--- src/rtl/mvb_pipe_multi_pkg.sv ---
// Shared types and helpers for the multi-stage MVB register pipe.
package mvb_pipe_pkg;

  typedef enum logic [1:0] {
    EMPTY = 2'd0,
    ONE   = 2'd1,
    FULL  = 2'd2
  } stage_state_t;

  // Width needed to count every word the pipe can hold (0 .. 2*stages).
  function automatic int occ_width(input int stages);
    return $clog2(2 * stages + 1);
  endfunction

endpackage

--- src/rtl/mvb_pipe_multi_stage.sv ---
// One 2-entry skid stage: a main register that drives the output and a skid
// register that catches the word arriving in the cycle the sink stalls.
// Input ready is registered, so no combinational path crosses the stage.
module mvb_skid_stage
  import mvb_pipe_pkg::*;
#(
  parameter int ITEMS      = 4,
  parameter int ITEM_WIDTH = 8
) (
  input  logic                        clk_i,
  input  logic                        rst_ni,
  input  logic [ITEMS*ITEM_WIDTH-1:0] in_data_i,
  input  logic [ITEMS-1:0]            in_vld_i,
  input  logic                        in_src_rdy_i,
  output logic                        in_dst_rdy_o,
  output logic [ITEMS*ITEM_WIDTH-1:0] out_data_o,
  output logic [ITEMS-1:0]            out_vld_o,
  output logic                        out_src_rdy_o,
  input  logic                        out_dst_rdy_i,
  output logic [1:0]                  count_o
);

  localparam int DW = ITEMS * ITEM_WIDTH;

  stage_state_t    state_q, state_d;
  logic            inRdy_q, outRdy_q;
  logic [DW-1:0]   mainData_q, skidData_q;
  logic [ITEMS-1:0] mainVld_q, skidVld_q;
  logic            inXfer, outXfer;

  assign inXfer  = in_src_rdy_i & inRdy_q;
  assign outXfer = outRdy_q & out_dst_rdy_i;

  // Next occupancy state; count_o is the count held once this edge completes.
  always_comb begin
    state_d = state_q;
    count_o = 2'd0;
    case (state_q)
      EMPTY: if (inXfer) state_d = ONE;
      ONE: begin
        if (inXfer && !outXfer)      state_d = FULL;
        else if (!inXfer && outXfer) state_d = EMPTY;
      end
      FULL: if (outXfer) state_d = ONE;
      default: state_d = EMPTY;
    endcase
    case (state_d)
      ONE:     count_o = 2'd1;
      FULL:    count_o = 2'd2;
      default: count_o = 2'd0;
    endcase
  end

  // State register with its handshake outputs registered alongside it.
  always_ff @(posedge clk_i or negedge rst_ni) begin
    if (!rst_ni) begin
      state_q  <= EMPTY;
      inRdy_q  <= 1'b1;
      outRdy_q <= 1'b0;
    end else begin
      state_q  <= state_d;
      inRdy_q  <= (state_d != FULL);
      outRdy_q <= (state_d != EMPTY);
    end
  end

  // Word storage: main feeds the output, skid absorbs the stalled arrival.
  always_ff @(posedge clk_i or negedge rst_ni) begin
    if (!rst_ni) begin
      mainData_q <= '0;
      mainVld_q  <= '0;
      skidData_q <= '0;
      skidVld_q  <= '0;
    end else begin
      case (state_q)
        EMPTY: begin
          if (inXfer) begin
            mainData_q <= in_data_i;
            mainVld_q  <= in_vld_i;
          end
        end
        ONE: begin
          if (inXfer && outXfer) begin
            mainData_q <= in_data_i;
            mainVld_q  <= in_vld_i;
          end else if (inXfer) begin
            skidData_q <= in_data_i;
            skidVld_q  <= in_vld_i;
          end
        end
        FULL: begin
          if (outXfer) begin
            mainData_q <= skidData_q;
            mainVld_q  <= skidVld_q;
          end
        end
        default: ;
      endcase
    end
  end

  assign in_dst_rdy_o  = inRdy_q;
  assign out_src_rdy_o = outRdy_q;
  assign out_data_o    = mainData_q;
  assign out_vld_o     = outRdy_q ? mainVld_q : '0;

endmodule

--- src/rtl/mvb_pipe_multi.sv ---
// Multi-stage MVB register pipe: a chain of skid stages for long routes, with
// optional dropping of empty words and a registered occupancy count.
module mvb_pipe_multi
  import mvb_pipe_pkg::*;
#(
  parameter int    ITEMS       = 4,
  parameter int    ITEM_WIDTH  = 8,
  parameter int    STAGES      = 2,
  parameter bit    USE_DST_RDY = 1'b1,
  parameter bit    DROP_EMPTY  = 1'b0,
  parameter string DEVICE      = "AGILEX"
) (
  input  logic                             CLK,
  input  logic                             RESET,
  input  logic [ITEMS*ITEM_WIDTH-1:0]      RX_DATA,
  input  logic [ITEMS-1:0]                 RX_VLD,
  input  logic                             RX_SRC_RDY,
  output logic                             RX_DST_RDY,
  output logic [ITEMS*ITEM_WIDTH-1:0]      TX_DATA,
  output logic [ITEMS-1:0]                 TX_VLD,
  output logic                             TX_SRC_RDY,
  input  logic                             TX_DST_RDY,
  output logic [occ_width(STAGES)-1:0]     OCCUPANCY
);

  localparam int DW = ITEMS * ITEM_WIDTH;
  localparam int OW = occ_width(STAGES);

  logic [DW-1:0]    chData [STAGES+1];
  logic [ITEMS-1:0] chVld  [STAGES+1];
  logic             chSrc  [STAGES+1];
  logic             chDst  [STAGES+1];
  logic [1:0]       stCount [STAGES];
  logic [OW-1:0]    occ_d, occ_q;
  logic             rxKeep;

  // DEVICE only selects the target family; the pipe behaves identically.
  if (DEVICE == "") begin : g_device_unset
  end

  // An empty word still completes its handshake but never enters stage 0.
  assign rxKeep     = DROP_EMPTY ? (|RX_VLD) : 1'b1;
  assign chData[0]  = RX_DATA;
  assign chVld[0]   = RX_VLD;
  assign chSrc[0]   = RX_SRC_RDY & rxKeep;
  assign RX_DST_RDY = chDst[0];

  assign chDst[STAGES] = USE_DST_RDY ? TX_DST_RDY : 1'b1;
  assign TX_DATA       = chData[STAGES];
  assign TX_VLD        = chVld[STAGES];
  assign TX_SRC_RDY    = chSrc[STAGES];

  for (genvar k = 0; k < STAGES; k++) begin : g_stage
    mvb_skid_stage #(
      .ITEMS      (ITEMS),
      .ITEM_WIDTH (ITEM_WIDTH)
    ) u_stage (
      .clk_i         (CLK),
      .rst_ni        (RESET),
      .in_data_i     (chData[k]),
      .in_vld_i      (chVld[k]),
      .in_src_rdy_i  (chSrc[k]),
      .in_dst_rdy_o  (chDst[k]),
      .out_data_o    (chData[k+1]),
      .out_vld_o     (chVld[k+1]),
      .out_src_rdy_o (chSrc[k+1]),
      .out_dst_rdy_i (chDst[k+1]),
      .count_o       (stCount[k])
    );
  end

  // Sum of the per-stage counts each stage will hold after this edge.
  always_comb begin
    occ_d = '0;
    for (int k = 0; k < STAGES; k++) begin
      occ_d = occ_d + OW'(stCount[k]);
    end
  end

  // Occupancy register, aligned with the stage state registers.
  always_ff @(posedge CLK or negedge RESET) begin
    if (!RESET) occ_q <= '0;
    else        occ_q <= occ_d;
  end

  assign OCCUPANCY = occ_q;

endmodule

--- config.mk ---
export PLATFORM = sky130hd
export DESIGN_NAME = mvb_pipe_multi
export DESIGN_NICKNAME = d
export VERILOG_FILES = /design/src/rtl/mvb_pipe_multi_pkg.sv /design/src/rtl/mvb_pipe_multi_stage.sv /design/src/rtl/mvb_pipe_multi.sv
export SDC_FILE = /design/constraint.sdc
export NUM_CORES = 1
export LEC_CHECK = 0
export ABC_CLOCK_PERIOD_IN_PS = 3700
export CORE_MARGIN = 3
export CORE_UTILIZATION = 40
export DETAILED_ROUTE_END_ITERATION = 7
export PLACE_DENSITY = 0.58
export RECOVER_POWER = 50
export SLEW_MARGIN = 10
export SYNTH_ARGS = -nofsm -noshare
export SYNTH_HDL_FRONTEND = slang
export SYNTH_HIERARCHICAL = 1
export SYNTH_SLANG_ARGS = --single-unit
--- constraint.sdc ---
create_clock -name CLK -period 3.7 [get_ports CLK]
set_input_delay 0.74 -clock CLK [delete_from_list [all_inputs] [get_ports CLK]]
set_output_delay 0.74 -clock CLK [all_outputs]
set_load 0.02 [all_outputs]
==> flow_metrics.tcl, run 1 <==
set metrics [dict create \
    root_buffer "clkbuf_16" \
    synth_cells 452 \
    grt_usage_pct 14.7 \
    ys_warn_count 6 \
    rows 48 \
    ys_types 27 \
    drive_above_1_share_pct 37.6 \
    clkLatencyLatePin_ns 0.41 \
    clkSinkCount 155 \
    crit_slowest_cell "dlygate4sd3_1" \
    setup_violations 0 \
    avgRoutedWirePerCell_um 17.6 \
    yosysTopAreaCell "dfrtp_1" \
    num_io_pins 81 \
    crit_required_ns 3.99 \
    slew_headroom_pct -31.6 \
    cp_max_fo 21 \
    skew_ns 0.00748 \
    fillCellCount 1461 \
    overflow 0 \
    worstPathArrival_ns 3.05 \
    crit_path_start_kind "input pin" \
    outcome "finished, violations left" \
    rsz0062_at_grt "no" \
    p_leak_nw 3.86 \
    numCtsBuffers 17 \
    tightest_slew_ns 1.97 \
    synth-seq-cells 155 \
    dp_hpwl_um 8710 \
    final_hold_viol_count 0 \
    fmax_mhz 363 \
    grt_pass1_vias 4189 \
    cts_hold_buffers 0 \
    syn_area_um2 7080 \
    nNetsFinal 579 \
    cts_max_path_buffers 2 \
    htree_num_levels 4 \
    first_pass_iters 6 \
    drc 0 \
    grt_max_degree 82 \
    critPathKind "input pin to register" \
    period_share_pct 74.5 \
    crit_family "buffers and inverters" \
    vias_per_cell 4.99 \
    core-area_um2 17300 \
    die_x_um 139 \
    post_cts_buffers 0 \
    cp-end-kind "register" \
    path_clk_slew_ns 0.06 \
    tns_ns 0 \
    finalCriticalPeriod_ns 2.76 \
    cts_resized 0 \
    drt_iter0_drc 150 \
    ys_seq_area_share_pct 54.8 \
    hold_ws_ns 0.485 \
    hold_class "register to register" \
    dp_slack_ns 0.868 \
    peakVddDrop_uv 512 \
    port_buffers 80 \
    syn_area_per_cell_um2 15.7 \
    place.gp.congestion 0.710 \
    cpPeakStageDelay_ns 0.62 \
    yosys-top-cells-area "dfrtp_1, mux2_2, mux2_4" \
    fp.dieH_um 139 \
    cp.buffers_inverters 2 \
    cts_tree "built" \
    syn_nets 494 \
    n_antenna_cell 0 \
    vias 3864 \
    setup_ws_ns 0.943 \
    yosysTopAreaCellShare_pct 54.1 \
    antenna_found_initial 0 \
    drv_slew 82 \
    power_density_nw_per_um2 1030 \
    antenna_left 0 \
    start_util_pct 41.0 \
    cap_violations 1 \
    grt_pass1_wl_um 22500 \
    finalWirelength_um 13600 \
    dieArea_um2 19300 \
    area.growth.synth_to_final_pct 23.5 \
    violations "capacitance limit, slew limit" \
    cp_cell_sequence "dlygate4sd3_1 -> a21boi_0 -> nand2_1 -> buf_12 -> mux2_1" \
]
[logic make-up after synthesis]
kind of cell,count (synthesis),share of synthesized area (%)
adders and majority gates,2,0.459
AOI/OAI and AO/OA,20,1.94
and+or+nand+nor,28,2.61
DFF,155,54.8
muxes,216,37.5
buffers and inverters,31,2.67
[flip-flops by register name, summed over array words and instances, names as in the netlist]
name	count
g_stage.u_stage/state_q	4
g_stage.u_stage/skidData_q	64
g_stage.u_stage/skidVld_q	8
g_stage.u_stage/mainVld_q	8
g_stage.u_stage/in_dst_rdy_o	2
g_stage.u_stage/out_src_rdy_o	2
g_stage.u_stage/out_data_o	64
OCCUPANCY	3
[through the flow]
stage | utilization (%) | std cells | power, mW | area [um^2]
detailed placement | 47.0 | 743 | 7.21 | 8120
floorplan | - | 452 | 6.11 | 7080
global placement | 47.0 | 743 | 7.09 | 8120
global route | 50.6 | 775 | 9.53 | 8750
CTS | 50.7 | 775 | 9.11 | 8770
finish | 50.6 | 775 | 8.97 | 8750
[synth_stat cells]
library cell and instances:
inv_1 7, nor4bb_1 2, and3b_1 2, fa_1 1, a21oi_1 2, nand2_2 2
nand2b_1 2, ha_1 1, a22oi_1 4, mux2_2 100, buf_6 8, nand2_1 6
dfrtp_1 153, and4b_1 2, o21ai_0 2, a22o_1 2, a21boi_1 2, a31oi_1 2
and4_1 2, clkbuf_1 6, a211o_1 2, mux2_1 56, buf_2 10, o22ai_1 4
mux2_4 60, and2_1 10, dfstp_2 2
[worst paths after layout]
check / from / end / slack (ns) / depth (start not counted)
worst max register to register: g_stage[0].u_stage/state_q[0]$_DFF_PN0_ / g_stage[0].u_stage/out_data_o[30]$_DFFE_PN0P_ / 0.97 / 4
worst min-delay path: g_stage[0].u_stage/skidData_q[21]$_DFFE_PN0P_ / g_stage[0].u_stage/skidData_q[21]$_DFFE_PN0P_ / 0.48 / 1
min in group asynchronous: RESET / g_stage[0].u_stage/skidData_q[5]$_DFFE_PN0P_ / 0.87 / 1
max in group asynchronous: RESET / g_stage[0].u_stage/out_data_o[22]$_DFFE_PN0P_ / 1.44 / 2
worst min register to register: g_stage[0].u_stage/skidData_q[21]$_DFFE_PN0P_ / g_stage[0].u_stage/skidData_q[21]$_DFFE_PN0P_ / 0.48 / 1
worst max-delay path: TX_DST_RDY / g_stage[1].u_stage/skidData_q[25]$_DFFE_PN0P_ / 0.94 / 5
[final cells by class]
type	count	area (um^2)	area share (%)
Clock buffer	23	508	5.81
Multi-Input combinational cell	266	3010	34.4
Tap cell	225	282	3.22
Sequential cell	155	3880	44.4
Timing Repair Buffer	90	905	10.3
Inverter	7	26.3	0.300
Clock inverter	9	134	1.53
[report_power, final]
part | leakage, nW | internal [mW] | switching, mW
logic | 1.70 | 2.38 | 1.58
clock network | 0.304 | 1.17 | 0.674
registers | 1.85 | 2.61 | 0.565
total | 3.86 | 6.15 | 2.82
[layer usage]
metal  share of wire (%)  GRT usage [%]
met4                0.99           3.91
met3                 4.0           4.41
met5                   0              0
met2                  47           23.3
met1                  48           19.9
[cell usage in the layout, fill, tap and decap left out, types with 3 or more instances in the layout]
cell             netlist  final
a22oi_1                4      4
and2_1                10     10
buf_12                 0      3
buf_4                  0      6
bufinv_16              0      3
clkbuf_16              0     17
clkbuf_8               0      6
clkdlybuf4s50_1        0     77
clkinvlp_4             0      4
dfrtp_1              153    153
inv_1                  7      7
mux2_1                56     56
mux2_2               100    100
mux2_4                60     60
nand2_1                6      7
o22ai_1                4      4
Note: power is estimated with default switching activity, not from simulation.
==> run 2: changes to the inputs <==
- ABC_CLOCK_PERIOD_IN_PS: 3700 -> 2770
- clock period: 3.7 -> 2.77 ns (I/O delays scaled with it)
==> flow_metrics.tcl, run 2 (synthesis results as in run 1) <==
set metrics [dict create \
    vias 3910 \
    rsz0062_at_grt "no" \
    cp_cell_sequence "nand2b_1 -> buf_12 -> mux2_2 -> mux2_1" \
    slew_headroom_pct 0.701 \
    period_share_pct 88.2 \
    path_clk_slew_ns 0.06 \
    hold_class "register to register" \
    tns_ns 0 \
    power_density_nw_per_um2 1370 \
    cap_violations 0 \
    fmax_mhz 409 \
    drv_slew 0 \
    layout_common_cells "dfrtp_1, mux2_2, clkdlybuf4s50_1, mux2_4, mux2_1" \
    crit_required_ns 3.06 \
    r2r-start "g_stage[1].u_stage/state_q[0]$_DFF_PN0_" \
    finalCriticalPeriod_ns 2.44 \
    critPathKind "register to register" \
    clkSinkCount 155 \
    dp_hpwl_um 9050 \
    n_antenna_cell 0 \
    clkLatencyLatePin_ns 0.41 \
    skew_ns 0.00727 \
    antenna_left 0 \
    worstPathArrival_ns 2.74 \
    reg2reg_slack_ns 0.33 \
    grt_usage_pct 15.1 \
    antenna_found_initial 0 \
    grt_pass1_vias 4384 \
    htree_num_levels 4 \
    cp.buffers_inverters 1 \
    rows 48 \
    root_buffer "clkbuf_16" \
    peakVddDrop_uv 547 \
    cts_tree "built" \
    cts_max_path_buffers 2 \
    die_x_um 139 \
    post_cts_buffers 0 \
    cts_resized 0 \
    cp_max_fo 21 \
    vias_per_cell 5.03 \
    cpPeakStageDelay_ns 0.96 \
    holdCritStartpoint "g_stage[1].u_stage/skidData_q[31]$_DFFE_PN0P_" \
    core-area_um2 17300 \
    port_buffers 80 \
    finalWirelength_um 13800 \
    overflow 0 \
    num_io_pins 81 \
    mostFrequentLayoutCell "dfrtp_1" \
    cts_hold_buffers 0 \
    first_pass_iters 4 \
    tightest_slew_ns 1.49 \
    p_leak_nw 3.88 \
    dieArea_um2 19300 \
    cp-end-kind "register" \
    hold_ws_ns 0.482 \
    start_util_pct 41.0 \
    fp.dieH_um 139 \
    crit_start "g_stage[1].u_stage/state_q[0]$_DFF_PN0_" \
    outcome "completed" \
    setup_violations 0 \
    nNetsFinal 582 \
    numCtsBuffers 17 \
    drive_above_1_share_pct 38.0 \
    area.growth.synth_to_final_pct 23.6 \
    place.gp.congestion 0.792 \
    crit_slowest_cell "nand2b_1" \
    final_hold_viol_count 0 \
    grt_pass1_wl_um 23400 \
    crit_path_start_kind "register" \
    drt_iter0_drc 100 \
    crit_family "simple AND/OR/NAND/NOR gates" \
    drc 0 \
    grt_max_degree 62 \
    avgRoutedWirePerCell_um 17.8 \
]
-- run 2: cell types whose count changed in the layout (fill, tap and decap cells not counted), sizes merged --
cell           delta
clkinv            +5
clkdlybuf4s50     +2
clkinvlp          -2
dlygate4sd3       -2
buf               -1
bufinv            +1
-- run 2: report_power, final --
group | internal [mW] | switching (mW)
registers | 3.48 | 0.746
logic | 3.21 | 2.14
clock network | 1.52 | 0.888
-- run 2: path summary, 6_finish.rpt --
| check | end | cells after the start |
|---|---|---|
| max in group asynchronous | g_stage[0].u_stage/skidVld_q[2]$_DFFE_PN0P_ | 2 |
| min | g_stage[1].u_stage/skidData_q[31]$_DFFE_PN0P_ | 1 |
| max | g_stage[1].u_stage/out_data_o[0]$_DFFE_PN0P_ | 4 |
| min reg2reg | g_stage[1].u_stage/skidData_q[31]$_DFFE_PN0P_ | 1 |
| min in group asynchronous | g_stage[0].u_stage/skidData_q[5]$_DFFE_PN0P_ | 1 |
| max reg2reg | g_stage[1].u_stage/out_data_o[0]$_DFFE_PN0P_ | 4 |
-- run 2: layer usage --
metal / vias to the layer above / track usage, % / routed length (um)
met5: - / 0 / 0
met4: 0 / 4.94 / 164
met3: 13 / 3.31 / 367
met2: 64 / 24.0 / 6560
met1: 2030 / 20.6 / 6760
li1: 1803 / - / -
-- run 2: final cells by class --
type,instances,area [um^2]
clock buffers,19,443
clock inverters,13,174
fillers,1476,8540
inverters,7,26.3
multi-input cells,266,3010
flip-flops and latches,155,3880
well taps,225,282
repair buffers,93,933
-- run 2: through the flow --
stage                     power (mW)  setup slack, ns  std cells  utilization, %  instance area (um^2)
after CTS                       12.2            0.366        778            50.8                  8790
after floorplan                 8.16            0.894        452               -                  7080
after global placement          9.52            0.339        746            47.2                  8170
final                           12.0            0.327        778            50.6                  8750
after detailed placement        9.71            0.266        746            47.2                  8170
after global routing            12.7            0.181        778            50.6                  8750
